**src/rtl/uart_io_module.sv**
```systemverilog
// ---------------------------------------------------------------------------
// uart_io_module
//   UART-to-memory bridge between the board UART pins and a single-port BRAM.
//   Receive mode: 8N1 bytes arriving on rx are paired into 16-bit words
//   (first byte = low half) and written to consecutive BRAM addresses.
//   Send mode: every stored word is read back and transmitted on tx,
//   low byte first, as 8N1 frames.
//
// Ports
//   clk_100          system clock, the only clock
//   rst_n            asynchronous active-low reset
//   rx / tx          UART serial in / out, both idle high
//   data_in_io       BRAM read data (1-cycle registered read latency)
//   data_out_io      BRAM write data
//   addr_io          BRAM address (write address in receive, read pointer in send)
//   we_io            BRAM write enable, single-cycle pulse per packed word
//   ctrl_io_receive  level, enables reception
//   ctrl_io_send     rising edge starts a transmit session
//   led_rx / led_tx  RX / TX state machine busy indicators
// ---------------------------------------------------------------------------
module uart_io_module #(
  parameter int CLKS_PER_BIT = 868,
  parameter int ADDR_W       = 16
) (
  input  logic              clk_100,
  input  logic              rst_n,
  input  logic              rx,
  output logic              tx,
  input  logic [15:0]       data_in_io,
  output logic [15:0]       data_out_io,
  output logic [ADDR_W-1:0] addr_io,
  output logic              we_io,
  input  logic              ctrl_io_receive,
  input  logic              ctrl_io_send,
  output logic              led_rx,
  output logic              led_tx
);

  localparam int CNT_W = $clog2(CLKS_PER_BIT);
  localparam logic [CNT_W-1:0] BIT_LAST  = CNT_W'(CLKS_PER_BIT - 1);
  localparam logic [CNT_W-1:0] HALF_LAST = CNT_W'(CLKS_PER_BIT / 2 - 1);

  typedef enum logic [1:0] {RX_IDLE, RX_START, RX_DATA, RX_STOP} rx_state_t;
  typedef enum logic [2:0] {TX_IDLE, TX_READ, TX_LATCH, TX_START, TX_DATA, TX_STOP} tx_state_t;

  rx_state_t         rx_state_reg;
  tx_state_t         tx_state_reg;

  // rx synchroniser plus one extra stage for falling-edge detection
  logic              rx_meta_reg, rx_sync_reg, rx_prev_reg;
  logic              send_prev_reg;
  logic              send_rise;

  logic [CNT_W-1:0]  rx_cnt_reg;
  logic [2:0]        rx_bit_reg;
  logic [7:0]        rx_shift_reg;
  logic [7:0]        rx_byte;
  logic              byte_phase_reg;
  logic [7:0]        low_byte_reg;
  logic [ADDR_W-1:0] wr_ptr_reg;
  logic [ADDR_W-1:0] wr_addr_reg;
  logic [ADDR_W:0]   word_cnt_reg;   // one extra bit so a full memory is representable
  logic [15:0]       data_out_reg;
  logic              we_reg;

  logic [CNT_W-1:0]  tx_cnt_reg;
  logic [2:0]        tx_bit_reg;
  logic [7:0]        tx_shift_reg;
  logic [7:0]        tx_hi_byte_reg;
  logic              tx_hi_sel_reg;
  logic [ADDR_W:0]   rd_ptr_reg;
  logic [ADDR_W:0]   rd_next;
  logic              tx_reg;

  assign send_rise = ctrl_io_send & ~send_prev_reg;
  assign rd_next   = rd_ptr_reg + 1'b1;
  // The byte completes with the bit being sampled on this cycle.
  assign rx_byte   = {rx_sync_reg, rx_shift_reg[7:1]};

  // -------------------------------------------------------------------------
  // Input synchronisation and edge history
  // -------------------------------------------------------------------------
  always_ff @(posedge clk_100 or negedge rst_n) begin
    if (!rst_n) begin
      rx_meta_reg   <= 1'b1;
      rx_sync_reg   <= 1'b1;
      rx_prev_reg   <= 1'b1;
      send_prev_reg <= 1'b0;
    end else begin
      rx_meta_reg   <= rx;
      rx_sync_reg   <= rx_meta_reg;
      rx_prev_reg   <= rx_sync_reg;
      send_prev_reg <= ctrl_io_send;
    end
  end

  // -------------------------------------------------------------------------
  // RX FSM, byte packing and BRAM write
  // -------------------------------------------------------------------------
  always_ff @(posedge clk_100 or negedge rst_n) begin
    if (!rst_n) begin
      rx_state_reg   <= RX_IDLE;
      rx_cnt_reg     <= '0;
      rx_bit_reg     <= '0;
      rx_shift_reg   <= '0;
      byte_phase_reg <= 1'b0;
      low_byte_reg   <= '0;
      wr_ptr_reg     <= '0;
      wr_addr_reg    <= '0;
      word_cnt_reg   <= '0;
      data_out_reg   <= '0;
      we_reg         <= 1'b0;
    end else begin
      we_reg <= 1'b0;
      case (rx_state_reg)
        RX_IDLE: begin
          // Only new frames are gated; a frame already started always finishes.
          if (ctrl_io_receive && (tx_state_reg == TX_IDLE) && rx_prev_reg && !rx_sync_reg) begin
            rx_state_reg <= RX_START;
            rx_cnt_reg   <= '0;
          end
        end
        RX_START: begin
          if (rx_cnt_reg == HALF_LAST) begin
            rx_cnt_reg   <= '0;
            rx_bit_reg   <= '0;
            // Line back high at mid start bit means it was a glitch.
            rx_state_reg <= rx_sync_reg ? RX_IDLE : RX_DATA;
          end else begin
            rx_cnt_reg <= rx_cnt_reg + 1'b1;
          end
        end
        RX_DATA: begin
          if (rx_cnt_reg == BIT_LAST) begin
            rx_cnt_reg   <= '0;
            rx_shift_reg <= rx_byte;
            if (rx_bit_reg == 3'd7) rx_state_reg <= RX_STOP;
            else                    rx_bit_reg   <= rx_bit_reg + 1'b1;
          end else begin
            rx_cnt_reg <= rx_cnt_reg + 1'b1;
          end
        end
        RX_STOP: begin
          if (rx_cnt_reg == BIT_LAST) begin
            rx_cnt_reg   <= '0;
            rx_state_reg <= RX_IDLE;
            // A low stop bit is a framing error: the byte is silently dropped.
            if (rx_sync_reg) begin
              if (!byte_phase_reg) begin
                low_byte_reg   <= rx_shift_reg;
                byte_phase_reg <= 1'b1;
              end else begin
                data_out_reg   <= {rx_shift_reg, low_byte_reg};
                wr_addr_reg    <= wr_ptr_reg;
                we_reg         <= 1'b1;
                wr_ptr_reg     <= wr_ptr_reg + 1'b1;
                byte_phase_reg <= 1'b0;
                if (!word_cnt_reg[ADDR_W]) word_cnt_reg <= word_cnt_reg + 1'b1;
              end
            end
          end else begin
            rx_cnt_reg <= rx_cnt_reg + 1'b1;
          end
        end
        default: rx_state_reg <= RX_IDLE;
      endcase
    end
  end

  // -------------------------------------------------------------------------
  // TX FSM: read word, send low byte then high byte, advance read pointer
  // -------------------------------------------------------------------------
  always_ff @(posedge clk_100 or negedge rst_n) begin
    if (!rst_n) begin
      tx_state_reg   <= TX_IDLE;
      tx_cnt_reg     <= '0;
      tx_bit_reg     <= '0;
      tx_shift_reg   <= '0;
      tx_hi_byte_reg <= '0;
      tx_hi_sel_reg  <= 1'b0;
      rd_ptr_reg     <= '0;
      tx_reg         <= 1'b1;
    end else begin
      case (tx_state_reg)
        TX_IDLE: begin
          tx_reg <= 1'b1;
          if (send_rise && (rx_state_reg == RX_IDLE) && (word_cnt_reg != '0)) begin
            rd_ptr_reg   <= '0;
            tx_state_reg <= TX_READ;
          end
        end
        // Address is presented here; BRAM returns data on the following cycle.
        TX_READ: tx_state_reg <= TX_LATCH;
        TX_LATCH: begin
          tx_shift_reg   <= data_in_io[7:0];
          tx_hi_byte_reg <= data_in_io[15:8];
          tx_hi_sel_reg  <= 1'b0;
          tx_cnt_reg     <= '0;
          tx_reg         <= 1'b0;
          tx_state_reg   <= TX_START;
        end
        TX_START: begin
          if (tx_cnt_reg == BIT_LAST) begin
            tx_cnt_reg   <= '0;
            tx_bit_reg   <= '0;
            tx_reg       <= tx_shift_reg[0];
            tx_shift_reg <= {1'b0, tx_shift_reg[7:1]};
            tx_state_reg <= TX_DATA;
          end else begin
            tx_cnt_reg <= tx_cnt_reg + 1'b1;
          end
        end
        TX_DATA: begin
          if (tx_cnt_reg == BIT_LAST) begin
            tx_cnt_reg <= '0;
            if (tx_bit_reg == 3'd7) begin
              tx_reg       <= 1'b1;
              tx_state_reg <= TX_STOP;
            end else begin
              tx_reg       <= tx_shift_reg[0];
              tx_shift_reg <= {1'b0, tx_shift_reg[7:1]};
              tx_bit_reg   <= tx_bit_reg + 1'b1;
            end
          end else begin
            tx_cnt_reg <= tx_cnt_reg + 1'b1;
          end
        end
        TX_STOP: begin
          if (tx_cnt_reg == BIT_LAST) begin
            tx_cnt_reg <= '0;
            if (!tx_hi_sel_reg) begin
              tx_hi_sel_reg <= 1'b1;
              tx_shift_reg  <= tx_hi_byte_reg;
              tx_reg        <= 1'b0;
              tx_state_reg  <= TX_START;
            end else begin
              rd_ptr_reg   <= rd_next;
              tx_state_reg <= (rd_next == word_cnt_reg) ? TX_IDLE : TX_READ;
            end
          end else begin
            tx_cnt_reg <= tx_cnt_reg + 1'b1;
          end
        end
        default: tx_state_reg <= TX_IDLE;
      endcase
    end
  end

  assign tx          = tx_reg;
  assign we_io       = we_reg;
  assign data_out_io = data_out_reg;
  assign addr_io     = (tx_state_reg != TX_IDLE) ? rd_ptr_reg[ADDR_W-1:0] : wr_addr_reg;
  assign led_rx      = (rx_state_reg != RX_IDLE);
  assign led_tx      = (tx_state_reg != TX_IDLE);

endmodule

```
**config.mk**
```make
export PLATFORM = sky130hd
export DESIGN_NAME = uart_io_module
export DESIGN_NICKNAME = d
export VERILOG_FILES = /design/src/rtl/uart_io_module.sv
export SDC_FILE = /design/constraint.sdc
export NUM_CORES = 1
export LEC_CHECK = 0
export ABC_CLOCK_PERIOD_IN_PS = 2900
export CORE_ASPECT_RATIO = 0.8
export CORE_MARGIN = 10
export CORE_UTILIZATION = 59
export CTS_BUF_LIST = sky130_fd_sc_hd__clkbuf_16
export DETAILED_ROUTE_END_ITERATION = 12
export PLACE_DENSITY_LB_ADDON = 0.25
export RECOVER_POWER = 50
export SYNTH_ARGS = -nofsm -noshare
export SYNTH_HDL_FRONTEND = slang
export SYNTH_SLANG_ARGS = --single-unit
```
**constraint.sdc**
```tcl
create_clock -name clk_100 -period 2.9 [get_ports clk_100]
set_clock_uncertainty 0.05 [all_clocks]
set_input_delay 0.58 -clock clk_100 [delete_from_list [all_inputs] [get_ports clk_100]]
set_output_delay 0.58 -clock clk_100 [all_outputs]
set_load 0.05 [all_outputs]
```
# Word level (Yosys, flattened, before mapping)
# Cells that the tools add are included.
# classes
n_reduce_logical	33
shift	0
n_eq_ne	28
div	0
addsub	7
multipliers	0
n_bitwise	4
muxes	54
magnitude_cmp	0
# op_table
op	count
2-to-1 mux 17 bit	4
2-to-1 mux 10 bit	4
2-to-1 mux 8 bit	5
adder 17 x 1 -> 17 bit (second input constant)	2
case mux 17 bit (2 select lines)	1
2-to-1 mux 3 bit	11
case mux 8 bit (4 select lines)	1
case mux 10 bit (3 select lines)	1
inequality test 2 bit (second input constant)	13
adder 10 x 1 -> 10 bit (second input constant)	2
equality test 10 bit (second input constant)	2
case mux 10 bit (2 select lines)	1
AND reduction 4 bit	5
AND reduction 5 bit	4
case mux 3 bit (6 select lines)	1
equality test 17 bit	1
nonzero test 17 bit	1
adder 16 x 1 -> 16 bit (second input constant)	1
2-to-1 mux 16 bit	1
2-to-1 mux 2 bit	7
equality test 3 bit (second input constant)	4
2-to-1 mux 1 bit	12
case mux 3 bit (2 select lines)	2
nonzero test 2 bit	6
24 further kinds	34
# totals
ram_bits	0
regBits	153
latch_bits	0
inputBits	21
word_cells	150
output_inout_bits	36
mem_count	0
romBits	0

# Logic depth before layout (Yosys ltp)
# depth
word_depth	6
mapped_depth	10

# Worst setup path after synthesis
# OpenSTA, ideal clock, no wires.
# synth_path
path_kind	flip-flop to flip-flop
startpoint	register rx_cnt_reg[7]
endpoint	register word_cnt_reg[15]
arrival_time_ns	2.455
path_stages_with_launch	10
setup_slack_ns	0.316
required_time_ns	2.771
setup_ns	0.079
cell_sequence	dfrtp_1 or3b_1 or4_1 buf_2 or3_1 buf_6 nor3_4 nand2b_2 nor2_2 xor2_1
# synth_via
elab_chain_len	2
# synth_lines
element	line_no	source
start: declaration	54	logic [CNT_W-1:0] rx_cnt_reg;
start signal: assignment	130	rx_cnt_reg <= rx_cnt_reg + 1'b1;
start signal: assignment	140	rx_cnt_reg <= rx_cnt_reg + 1'b1;
start signal: assignment	162	rx_cnt_reg <= rx_cnt_reg + 1'b1;
equality test 10 bit	144	if (rx_cnt_reg == BIT_LAST) begin
AND reduction 5 bit (no line)	--	
end signal: assignment	158	if (!word_cnt_reg[ADDR_W]) word_cnt_reg <= word_cnt_reg + 1'b1;
end: declaration	62	logic [ADDR_W:0] word_cnt_reg;
# Every way passes these cells.
# A chain may end at the register's enable or synchronous reset.

# Worst setup path in the final report
# layout_path
startpoint	register rx_cnt_reg[7]
endpoint	register word_cnt_reg[11]
# The elaborated chain is that of the path after synthesis.

==> flow_summary.rst <==
.. list-table::
   :header-rows: 1

   * - Metric
     - Value
   * - DRC violation total after the first TritonRoute iteration
     - 572
   * - Final Total Pwr
     - about 0.0047 W
   * - Area Overhead vs Synth
     - 17.4%
   * - Initial core utilization
     - 0.598
   * - Cell with the most instances after synthesis
     - nand2_1
   * - Level count of the clock H-tree
     - 4
   * - Kind of capture point of the worst setup path
     - flip-flop
   * - Post-CTS setup-driven buffer insertion count
     - 0
   * - Final TNS setup
     - 0 ps
   * - Gp weighted congestion
     - about 0.96
   * - Layout net count
     - between 900 and 1,000
   * - Worst path required time
     - roughly 3200 ps
   * - Synth Area in Compound Gates
     - 0.118
   * - Area occupied by multi-input gates
     - about 0.0036 mm2
   * - Share of the clock period used by the worst path
     - 0.946
   * - Post-cts hold buffer count
     - 0
   * - Dominant cells by area after synthesis
     - dfrtp_1 (49%), nand2_1 (10%), xnor2_1 (4.1%)
   * - Overall routed net length
     - approximately 18,000 um
   * - Synthesized-area fraction occupied by and/or/nand/nor cells
     - 0.227
   * - Remaining antenna violation count after routing
     - 0
   * - Failing checks
     - capacitance limit, slew limit
   * - Hold Fails Final Rpt
     - 0
   * - Area of the placeable core
     - 0.0127 mm2
   * - Leftover overflow at the end of global routing
     - 0
   * - Commonest cells in the netlist
     - nand2_1 (202), dfrtp_1 (149), o21ai_0 (59)
   * - Post-synthesis mux area share
     - 0.0396
   * - Headroom to the max-slew limit
     - -0.0613
   * - Clock period minus worst slack
     - roughly 2700 ps
   * - # Max-Cap Violations
     - 1
   * - Setup violations, final
     - 0
   * - Seq/Total Area, Yosys
     - 0.504
   * - Layout cells sized above 1
     - 0.121
   * - # diodes
     - 0
   * - Clock transition time at the flip-flop clock pins of the worst setup and hold paths
     - approximately 70 ps
   * - Via count of the first global-routing pass
     - 6,163
   * - DPL Wire Length
     - around 13,000 um
   * - Post-synthesis sequential element count
     - 153
   * - Launch point of the worst path
     - rx_cnt_reg[7]
   * - Mapped Nets
     - ~860
   * - PostCTS Resize Cnt
     - 0
   * - Post-synthesis adder-cell area fraction
     - 0.0197
   * - Number of filler instances in the final layout
     - ~940
   * - Category of the critical setup timing path
     - reg2reg
   * - Slowest cell delay on critical path
     - roughly 650 ps
   * - Ys flop type
     - dfrtp_1
   * - Startpoint of the lowest-slack hold path
     - rx_meta_reg
   * - Area occupied by registers
     - approximately 0.0038 mm2
   * - Leakage
     - between 4 and 5 nW
   * - Critical path cell sequence
     - or3b_1 > or4_1 > or3_4 > nor3_4 > nand2b_2 > nor2_2 > xor2_1
   * - Cell taking the most area after synthesis
     - dfrtp_1
   * - I/O pin cnt
     - 57
   * - Port Buffer Count
     - 56
   * - Pin count of the biggest net entering global routing
     - 65
   * - RSZ-0062 raised after global routing
     - no
   * - Number of distinct library cell variants in the gate-level netlist after synthesis
     - 59
   * - Chip Width
     - between 100 and 150 um
   * - Maximum vdd drop
     - 0.419 mV
   * - CTS Buffer Depth
     - 2
   * - Post-synth EDFFs
     - 0
   * - Final count of pins violating max slew
     - 65
   * - Clock net sink count
     - 153
   * - Post-synthesis cell count
     - roughly 830
   * - Peak fanout along the critical path
     - 6
   * - Die Height
     - between 100 and 150 um
   * - Xor/xnor cell area share of the yosys netlist
     - 0.0610
   * - Dominant combinational cell family by area after synthesis
     - simple AND/OR/NAND/NOR gates
   * - Mapped Avg Cell Area
     - between 9 and 10 um2
   * - Routed WL per cell
     - 17.1 um
   * - Post-Synthesis Cell Area
     - ~0.0076 mm2
   * - Cts bufs inserted
     - 17
   * - Row Count
     - 37
   * - Arrival time at the worst endpoint
     - a little over 3000 ps
   * - Number of remaining DRC errors
     - 0
   * - Clock latency on the worst-skew pair
     - 420 ps
   * - Achievable Freq
     - approximately 360 MHz
   * - Clock tree from TritonCTS
     - done
   * - Power per standard cell area
     - 526 mW/mm2
   * - Clock root buffer
     - clkbuf_16
   * - Fraction of the core area covered by cells at the end of the flow
     - 0.702
   * - Initial antenna violation count
     - 0
   * - Beginning of the worst register-to-register path
     - rx_cnt_reg[7]
   * - Drt pass-1 iters
     - 6
   * - Worst-margin pin slew
     - ~1600 ps
   * - Min-delay worst type
     - reg2reg
   * - Die outline area
     - 0.0179 mm2
   * - Crit-path slowest cell
     - or4_1
   * - Vias after detailed routing
     - between 6,000 and 7,000
   * - DP Area
     - 0.00840 mm2
   * - Async set-reset flop share out of synthesis
     - 1.00
   * - Overall track demand over capacity in global routing
     - 0.213
   * - Post-synth top area share
     - 0.490
   * - First-pass GRT wire length
     - 31,400 um
   * - Finished layout cell area
     - approximately 0.0089 mm2
   * - Vias per cell
     - slightly below 6
   * - Run status
     - complete, but fails checks
   * - Worst setup SP type
     - flip-flop
   * - Yosys warning total
     - 0
[through the flow]
stage	setup WS, ps	cells	hold slack (ps)
2_1_floorplan	316	826	234
3_3_place_gp	172	1035	296
3_5_place_dp	93.0	1035	297
4_1_cts	82.0	1067	101
5_1_grt	29.4	1067	321
6_report	157	1067	315
[worst paths after layout]
kind | to | slack (ps) | depth (start not counted)
setup / recovery | word_cnt_reg[11] | 160 | 7
hold / removal | rx_sync_reg | 310 | 0
setup reg to reg | word_cnt_reg[11] | 160 | 7
hold reg to reg | rx_sync_reg | 310 | 0
max in group asynchronous | tx_hi_byte_reg[5] | 520 | 2
min in group asynchronous | rx_cnt_reg[8] | 500 | 1
[layer usage]
layer,GRT usage,part of all wire,up-vias
met4,0.0420,0.0079,0
met3,0.0615,0.077,21
met5,0,0,-
met1,0.286,0.44,3077
li1,-,-,2956
met2,0.339,0.48,224
[critical path: cells and delay by family, from the launching register on]
| family | cells | cell delay [ps] |
|---|---|---|
| simple gates | 6 | 2030 |
| flops | 1 | 430 |
| xor+xnor | 1 | 160 |
[cell families after synthesis]
group / Yosys count
and+or+nand+nor: 375
DFF: 153
AOI/OAI and AO/OA: 145
buffers and inverters: 61
xor gates and xnor gates: 53
muxes: 27
adders and majority gates: 12
[report_power, final]
| group | switching [W] | total, W | internal [W] | leakage (nW) |
|---|---|---|---|---|
| Clock | 0.000971 | 0.00210 | 0.00113 | 0.275 |
| Sequential | 0.000106 | 0.00232 | 0.00221 | 1.98 |
| Combinational | 0.000161 | 0.000279 | 0.000119 | 1.94 |
[layout by cell type (no fill, tap or decap), types with 6 or more instances in the layout]
cell type | netlist | layout
a31oi_1 | 13 | 13
buf_4 | 0 | 30
mux2_2 | 25 | 25
nand4_1 | 18 | 18
nand3_1 | 22 | 22
inv_1 | 17 | 17
nand2_1 | 202 | 202
nand2b_1 | 11 | 11
xor2_1 | 17 | 17
dfrtp_1 | 149 | 149
xnor2_1 | 36 | 36
a22oi_1 | 11 | 11
o21ai_0 | 59 | 59
clkdlybuf4s50_1 | 0 | 36
a21oi_1 | 19 | 19
and2_1 | 6 | 6
o31ai_1 | 15 | 15
ha_1 | 12 | 12
nor2_1 | 47 | 46
clkbuf_16 | 0 | 17
nor2b_1 | 11 | 11
and3_1 | 15 | 15
nor3_1 | 11 | 10
[final cells by class]
type,count,area share
inverters,18,0.00756
clock inverters,15,0.0153
clock buffers,17,0.0476
multi-input cells,612,0.399
flip-flops and latches,153,0.429
repair buffers,77,0.0774
well taps,175,0.0245
(Power assumes the default switching activity.)
